===== src/rtl/raster_pixel_source_if.sv =====
// Pixel stream bundle between raster_pixel_source and its consumer.
// The source presents pixel_out plus line/frame markers; the consumer throttles via out_ready.
interface raster_pixel_source_if #(
  parameter int DATA_WIDTH = 6
);
  logic [DATA_WIDTH-1:0] pixel_out;
  logic                  data_valid;
  logic                  sol;
  logic                  eol;
  logic                  sof;
  logic                  eof;
  logic                  out_ready;

  modport master (
    output pixel_out, data_valid, sol, eol, sof, eof,
    input  out_ready
  );

  modport slave (
    input  pixel_out, data_valid, sol, eol, sof, eof,
    output out_ready
  );
endinterface


===== src/rtl/raster_pixel_source.sv =====
// Raster-scan test-pattern source: one LINE_WIDTH x FRAME_HEIGHT frame at a time with
// horizontal/vertical blanking, line/frame markers and valid/ready throttling.
module raster_pixel_source #(
  parameter int LINE_WIDTH   = 10,
  parameter int FRAME_HEIGHT = 5,
  parameter int DATA_WIDTH   = 6,
  parameter int H_BLANK      = 2,
  parameter int V_BLANK      = 4
) (
  input  logic                   clk,
  input  logic                   rst,
  input  logic                   enable,
  input  logic [1:0]             pattern_sel,
  output logic [7:0]             frame_cnt,
  raster_pixel_source_if.master  px
);

  localparam int HW   = $clog2(LINE_WIDTH);
  localparam int VW   = $clog2(FRAME_HEIGHT);
  localparam int BMAX = (H_BLANK > V_BLANK) ? H_BLANK : V_BLANK;
  localparam int BW   = (BMAX < 2) ? 1 : $clog2(BMAX);

  localparam logic [HW-1:0]         H_LAST = HW'(LINE_WIDTH - 1);
  localparam logic [VW-1:0]         V_LAST = VW'(FRAME_HEIGHT - 1);
  localparam logic [BW-1:0]         H_LOAD = BW'((H_BLANK > 0) ? H_BLANK - 1 : 0);
  localparam logic [BW-1:0]         V_LOAD = BW'((V_BLANK > 0) ? V_BLANK - 1 : 0);
  localparam logic [DATA_WIDTH-1:0] PIX_MAX = '1;

  typedef enum logic [1:0] {IDLE, ACTIVE, HBLANK, VBLANK} state_t;

  state_t          state_q, state_n;
  logic [HW-1:0]   h_cnt, h_n;
  logic [VW-1:0]   v_cnt, v_n;
  logic [BW-1:0]   blank_cnt, blank_n;
  logic [1:0]      pat_q, pat_n;
  logic [7:0]      frame_n;

  function automatic logic [DATA_WIDTH-1:0] pixel_value(input logic [1:0]    pat,
                                                        input logic [HW-1:0] h,
                                                        input logic [VW-1:0] v);
    int hi;
    int vi;
    int idx;
    hi  = int'(h);
    vi  = int'(v);
    idx = hi + vi * LINE_WIDTH;
    case (pat)
      2'd0:    return DATA_WIDTH'(idx);
      2'd1:    return DATA_WIDTH'(hi);
      2'd2:    return (hi >= LINE_WIDTH / 2) ? PIX_MAX : '0;
      default: return ((((hi >> 1) ^ (vi >> 1)) & 1) != 0) ? PIX_MAX : '0;
    endcase
  endfunction

  // Next-state logic; the counters always name the pixel to be presented while ACTIVE.
  always_comb begin
    state_n = state_q;
    h_n     = h_cnt;
    v_n     = v_cnt;
    blank_n = blank_cnt;
    pat_n   = pat_q;
    frame_n = frame_cnt;
    case (state_q)
      IDLE: begin
        if (enable) begin
          state_n = ACTIVE;
          h_n     = '0;
          v_n     = '0;
          pat_n   = pattern_sel;
        end
      end
      ACTIVE: begin
        if (px.out_ready) begin
          if (h_cnt != H_LAST) begin
            h_n = h_cnt + 1'b1;
          end else if (v_cnt != V_LAST) begin
            h_n = '0;
            v_n = v_cnt + 1'b1;
            if (H_BLANK > 0) begin
              state_n = HBLANK;
              blank_n = H_LOAD;
            end
          end else begin
            h_n     = '0;
            v_n     = '0;
            frame_n = frame_cnt + 1'b1;
            if (V_BLANK > 0) begin
              state_n = VBLANK;
              blank_n = V_LOAD;
            end else if (enable) begin
              pat_n = pattern_sel;
            end else begin
              state_n = IDLE;
            end
          end
        end
      end
      HBLANK: begin
        if (blank_cnt == '0) state_n = ACTIVE;
        else                 blank_n = blank_cnt - 1'b1;
      end
      VBLANK: begin
        if (blank_cnt == '0) begin
          if (enable) begin
            state_n = ACTIVE;
            pat_n   = pattern_sel;
          end else begin
            state_n = IDLE;
          end
        end else begin
          blank_n = blank_cnt - 1'b1;
        end
      end
      default: state_n = IDLE;
    endcase
  end

  logic                  vld_n;
  logic [DATA_WIDTH-1:0] pix_n;

  always_comb begin
    vld_n = (state_n == ACTIVE);
    pix_n = vld_n ? pixel_value(pat_n, h_n, v_n) : '0;
  end

  // Registered output stage: outputs reflect the state/counters just entered.
  always_ff @(posedge clk) begin
    if (rst) begin
      state_q       <= IDLE;
      h_cnt         <= '0;
      v_cnt         <= '0;
      blank_cnt     <= '0;
      pat_q         <= '0;
      frame_cnt     <= '0;
      px.data_valid <= 1'b0;
      px.pixel_out  <= '0;
      px.sol        <= 1'b0;
      px.eol        <= 1'b0;
      px.sof        <= 1'b0;
      px.eof        <= 1'b0;
    end else begin
      state_q       <= state_n;
      h_cnt         <= h_n;
      v_cnt         <= v_n;
      blank_cnt     <= blank_n;
      pat_q         <= pat_n;
      frame_cnt     <= frame_n;
      px.data_valid <= vld_n;
      px.pixel_out  <= pix_n;
      px.sol        <= vld_n && (h_n == '0);
      px.eol        <= vld_n && (h_n == H_LAST);
      px.sof        <= vld_n && (h_n == '0) && (v_n == '0);
      px.eof        <= vld_n && (h_n == H_LAST) && (v_n == V_LAST);
    end
  end

endmodule


===== src/flat_wrapper.sv =====
// flat-port wrapper written by rule: the top's interface ports become plain ports
module raster_pixel_source_flat 
#(
  parameter int LINE_WIDTH   = 10,
  parameter int FRAME_HEIGHT = 5,
  parameter int DATA_WIDTH   = 6,
  parameter int H_BLANK      = 2,
  parameter int V_BLANK      = 4
)
  (clk, rst, enable, pattern_sel, frame_cnt, px_pixel_out, px_data_valid, px_sol, px_eol, px_sof, px_eof, px_out_ready);
  raster_pixel_source_if #(.DATA_WIDTH(DATA_WIDTH)) px_i ();
  input  logic clk;
  input  logic rst;
  input  logic enable;
  input  logic [1:0] pattern_sel;
  output logic [7:0] frame_cnt;
  output wire logic [$bits(px_i.pixel_out)-1:0] px_pixel_out;
  output wire logic [$bits(px_i.data_valid)-1:0] px_data_valid;
  output wire logic [$bits(px_i.sol)-1:0] px_sol;
  output wire logic [$bits(px_i.eol)-1:0] px_eol;
  output wire logic [$bits(px_i.sof)-1:0] px_sof;
  output wire logic [$bits(px_i.eof)-1:0] px_eof;
  input wire logic [$bits(px_i.out_ready)-1:0] px_out_ready;
  assign px_pixel_out = px_i.pixel_out;
  assign px_data_valid = px_i.data_valid;
  assign px_sol = px_i.sol;
  assign px_eol = px_i.eol;
  assign px_sof = px_i.sof;
  assign px_eof = px_i.eof;
  assign px_i.out_ready = px_out_ready;
  raster_pixel_source #(.LINE_WIDTH(LINE_WIDTH), .FRAME_HEIGHT(FRAME_HEIGHT), .DATA_WIDTH(DATA_WIDTH), .H_BLANK(H_BLANK), .V_BLANK(V_BLANK)) u_core (.clk(clk), .rst(rst), .enable(enable), .pattern_sel(pattern_sel), .frame_cnt(frame_cnt), .px(px_i));
endmodule

===== config.mk =====
export PLATFORM = sky130hd
export DESIGN_NAME = raster_pixel_source_flat
export DESIGN_NICKNAME = d
export VERILOG_FILES = /design/src/rtl/raster_pixel_source_if.sv /design/src/rtl/raster_pixel_source.sv /design/src/flat_wrapper.sv
export SDC_FILE = /design/constraint.sdc
export NUM_CORES = 1
export LEC_CHECK = 0
export CORE_MARGIN = 8
export CORE_UTILIZATION = 55
export DETAILED_ROUTE_END_ITERATION = 8
export GPL_ROUTABILITY_DRIVEN = 0
export PLACE_DENSITY = 0.87
export SLEW_MARGIN = 20
export SYNTH_ARGS = -nofsm -noshare
export SYNTH_HDL_FRONTEND = slang
export SYNTH_SLANG_ARGS = --single-unit

===== constraint.sdc =====
create_clock -name clk -period 3.3 [get_ports clk]
set_input_delay 0.495 -clock clk [delete_from_list [all_inputs] [get_ports clk]]
set_output_delay 0.495 -clock clk [all_outputs]
set_load 0.005 [all_outputs]

==> summary.md <==
| Metric | Value |
|---|---|
| Die Wd | `74.7 µm` |
| Post-Route WL | `4620 µm` |
| Multi-input gate area | `0.00117 mm²` |
| Area contributors post-synth | `dfxtp_1 34%, ha_1 8.6%, nor2_1 5.4%` |
| PD cells | `355 mW/mm²` |
| Syn Inst Count | `226` |
| Slew Limit Fails | `0` |
| Clock sink count | `32` |
| Yosys warning count | `0` |
| Busiest layer in global routing | `met2` |
| Share of cells above drive strength 1 | `14.1%` |
| Worst-path clk slew | `0.10 ns` |
| Final hold violations | `0` |
| Slew margin rel. | `49.7%` |
| Post-synth EDFFs | `0` |
| Req. time, crit path | `3.58 ns` |
| WP data arrival | `3.30 ns` |
| Setup Fix Bufs, Post-CTS | `0` |
| Cell row count | `21` |
| Ys flop type | `dfxtp_1` |
| Hold WC Path Type | `flip-flop to flip-flop` |
| VDD IR max | `0.000246 V` |
| DR vias/cell | `5.60` |
| Cell area after synthesis | `0.00189 mm²` |
| Most frequent cells in the layout | `32 x dfxtp_1, 27 x nor2_1, 24 x clkdlybuf4s50_1` |
| Seq/Total Area, Yosys | `33.8%` |
| Min Clock Period, post-route | `3.02 ns` |
| Area share of the largest cell type after synthesis | `33.8%` |
| Total gr overflow | `0` |
| Setup slack after layout | `0.278 ns` |
| Core area | `0.00331 mm²` |
| Min Hold Slack | `0.496 ns` |
| Tcrit/Tclk final | `91.6%` |
| Layout Skew | `0.0104 ns` |
| Leading area contributor after synthesis | `dfxtp_1` |
| Max H-tree Level | `2` |
| Nets | `288` |
| Hold Buf Count CTS | `0` |
| Die area | `0.00558 mm²` |
| Leakage power | `0.993 nW` |
| FFs w/ async S/R, synth | `0%` |
| Pin count of the biggest net entering global routing | `21` |
| Final setup viols | `0` |
| Syn Area/Cell | `8.38 µm²` |
| Die Ht | `74.7 µm` |
| Clock Tree Root | `clkbuf_4` |
| RSZ-0062 raised after global routing | `no` |
| Fin Setup TNS | `0 ns` |
| CP Max Fanout | `4` |
| Status | `finished, final reports clean` |
| Final ANT Viol Nets | `0` |
| Yosys reg bits | `32` |
| Commonest non-fill, non-tap cell in the layout | `dfxtp_1` |
| Post-synthesis cell type count | `46` |
| Number of I/O pins | `25` |
| Syn_nets | `246` |
| Crit-path max cell delay | `0.44 ns` |
| GR Layer Usage met1 | `18.9%` |
| WP buf/inv | `1` |
| Worst path cell trace | `inv_1 > ha_1 > a21boi_0 > a211o_2 > nand2_1 > o21ai_1 > ha_2 > fa_1 > and4_1 > a211oi_1 > xnor2_1 > nand3_1 > a21oi_1` |
| Fmax | `331 MHz` |
| Met3 GRT Util | `3.86%` |
| Antenna violations before repair | `0` |
| Crit Path Class | `flip-flop to flip-flop` |
| Via count | `1764` |
| CTS tree | `yes` |
| Cts bufs inserted | `5` |
| Remaining DRCs | `0` |
| Met2 usage | `29.5%` |
| Later-pin clock latency in the skew report | `0.34 ns` |
| Post-CTS Resized | `0` |
| Fill cell count | `277` |
| CP Capture Type | `flip-flop` |
| Cell family with most CP delay | `compound AO/OA/AOI/OAI gates` |
| Total Routing Usage GR | `17.1%` |
| Number of DRC markers in iteration 0 | `135` |
| Max Root-Sink Buffers | `2` |
| Dpl ws | `0.000447 ns` |
| Global-route wire length before repair | `7360 µm` |
| Antenna cells | `0` |
| Slowest cell on crit path | `fa_1` |
| PortBufs | `24` |
| Hpwl dp | `3570 µm` |
| Worst Tran Pin Value | `0.746 ns` |
| Syn-to-layout area delta | `24.8%` |
| CP startpoint kind | `flip-flop` |
| Vias in the first global route | `1709` |
| Register area | `641 µm²` |
| Drt wl/cell | `14.7 µm` |
| Drt first pass iters | `4` |
| Max Cap Viol | `0` |
| Initial Util | `57.2%` |
-- registers in the layout (all words and copies together), names as in the netlist, 2 cells and up --
signal	cells
u_core.px.pixel_out	6
u_core.pat_q	2
u_core.h_cnt	4
u_core.blank_cnt	2
u_core.v_cnt	3
u_core.frame_cnt	8
u_core.state_q	2
-- through the flow --
step / cell area (µm²) / power [W] / std cells / utilization, %
6_report: 2360 / 0.000838 / 315 / 71.4
5_1_grt: 2360 / 0.000876 / 315 / 71.4
4_1_cts: 2360 / 0.000844 / 315 / 71.2
3_5_place_dp: 2280 / 0.000550 / 307 / 68.9
3_3_place_gp: 2280 / 0.000544 / 307 / 68.9
2_1_floorplan: 1890 / 0.000496 / 226 / -
-- worst paths after layout --
path,startpoint,end,slack [ns],cells past startpoint
worst min register to register,u_core.frame_cnt[1]$_SDFFE_PP0P_,u_core.frame_cnt[1]$_SDFFE_PP0P_,0.50,2
worst max register to register,u_core.state_q[1]$_SDFF_PP0_,u_core.px.pixel_out[5]$_SDFF_PP0_,0.28,13
worst min-delay path,u_core.frame_cnt[1]$_SDFFE_PP0P_,u_core.frame_cnt[1]$_SDFFE_PP0P_,0.50,2
worst max-delay path,u_core.state_q[1]$_SDFF_PP0_,u_core.px.pixel_out[5]$_SDFF_PP0_,0.28,13
-- cells by family after synthesis --
family / after synthesis / share of synthesized area (%)
AOI/OAI and AO/OA: 53 / 18.3
xor gates and xnor gates: 13 / 6.01
muxes: 3 / 1.59
and+or+nand+nor: 92 / 26.1
adders and majority gates: 14 / 9.64
buffers and inverters: 19 / 4.56
DFF: 32 / 33.8
-- metal layers --
layer / part of all wire (%) / up-vias
li1: - / 879
met2: 50 / 51
met1: 42 / 825
met5: 0 / -
met3: 5.6 / 9
met4: 2.6 / 0
-- tightest hold or removal path: stages (launching register included) --
cell and delay [ns]:
dfxtp_1 0.35, nand2_1 0.06, a21oi_1 0.05
-- power breakdown --
part / internal [W] / switching (W)
Clock: 0.000159 / 0.000136
Combinational: 0.0000621 / 0.0000751
Sequential: 0.000399 / 0.00000705
Total: 0.000620 / 0.000218
-- final cells by class --
| type | instances | share of cell area [%] |
|---|---|---|
| multi-input cells | 175 | 49.6 |
| flip-flops and latches | 32 | 27.1 |
| repair buffers | 41 | 15.6 |
| well taps | 46 | 2.44 |
| inverters | 13 | 2.06 |
| clock buffers | 6 | 1.75 |
| clock inverters | 2 | 1.48 |
-- synth_stat cells (3+ instances only) --
library cell and instances:
nor2b_1 7, inv_1 13, nand2_1 17, a31oi_1 3, and2_1 3, o21ai_0 14
nor3_1 3, nor2_1 27, xnor2_1 6, a21o_1 3, ha_1 13, nand3_1 9
mux2i_1 3, clkbuf_1 4, a21oi_1 14, dfxtp_1 32, a211oi_1 3, nand4_1 5
nand2b_1 4, xor2_1 7
(Power assumes the default switching activity.)
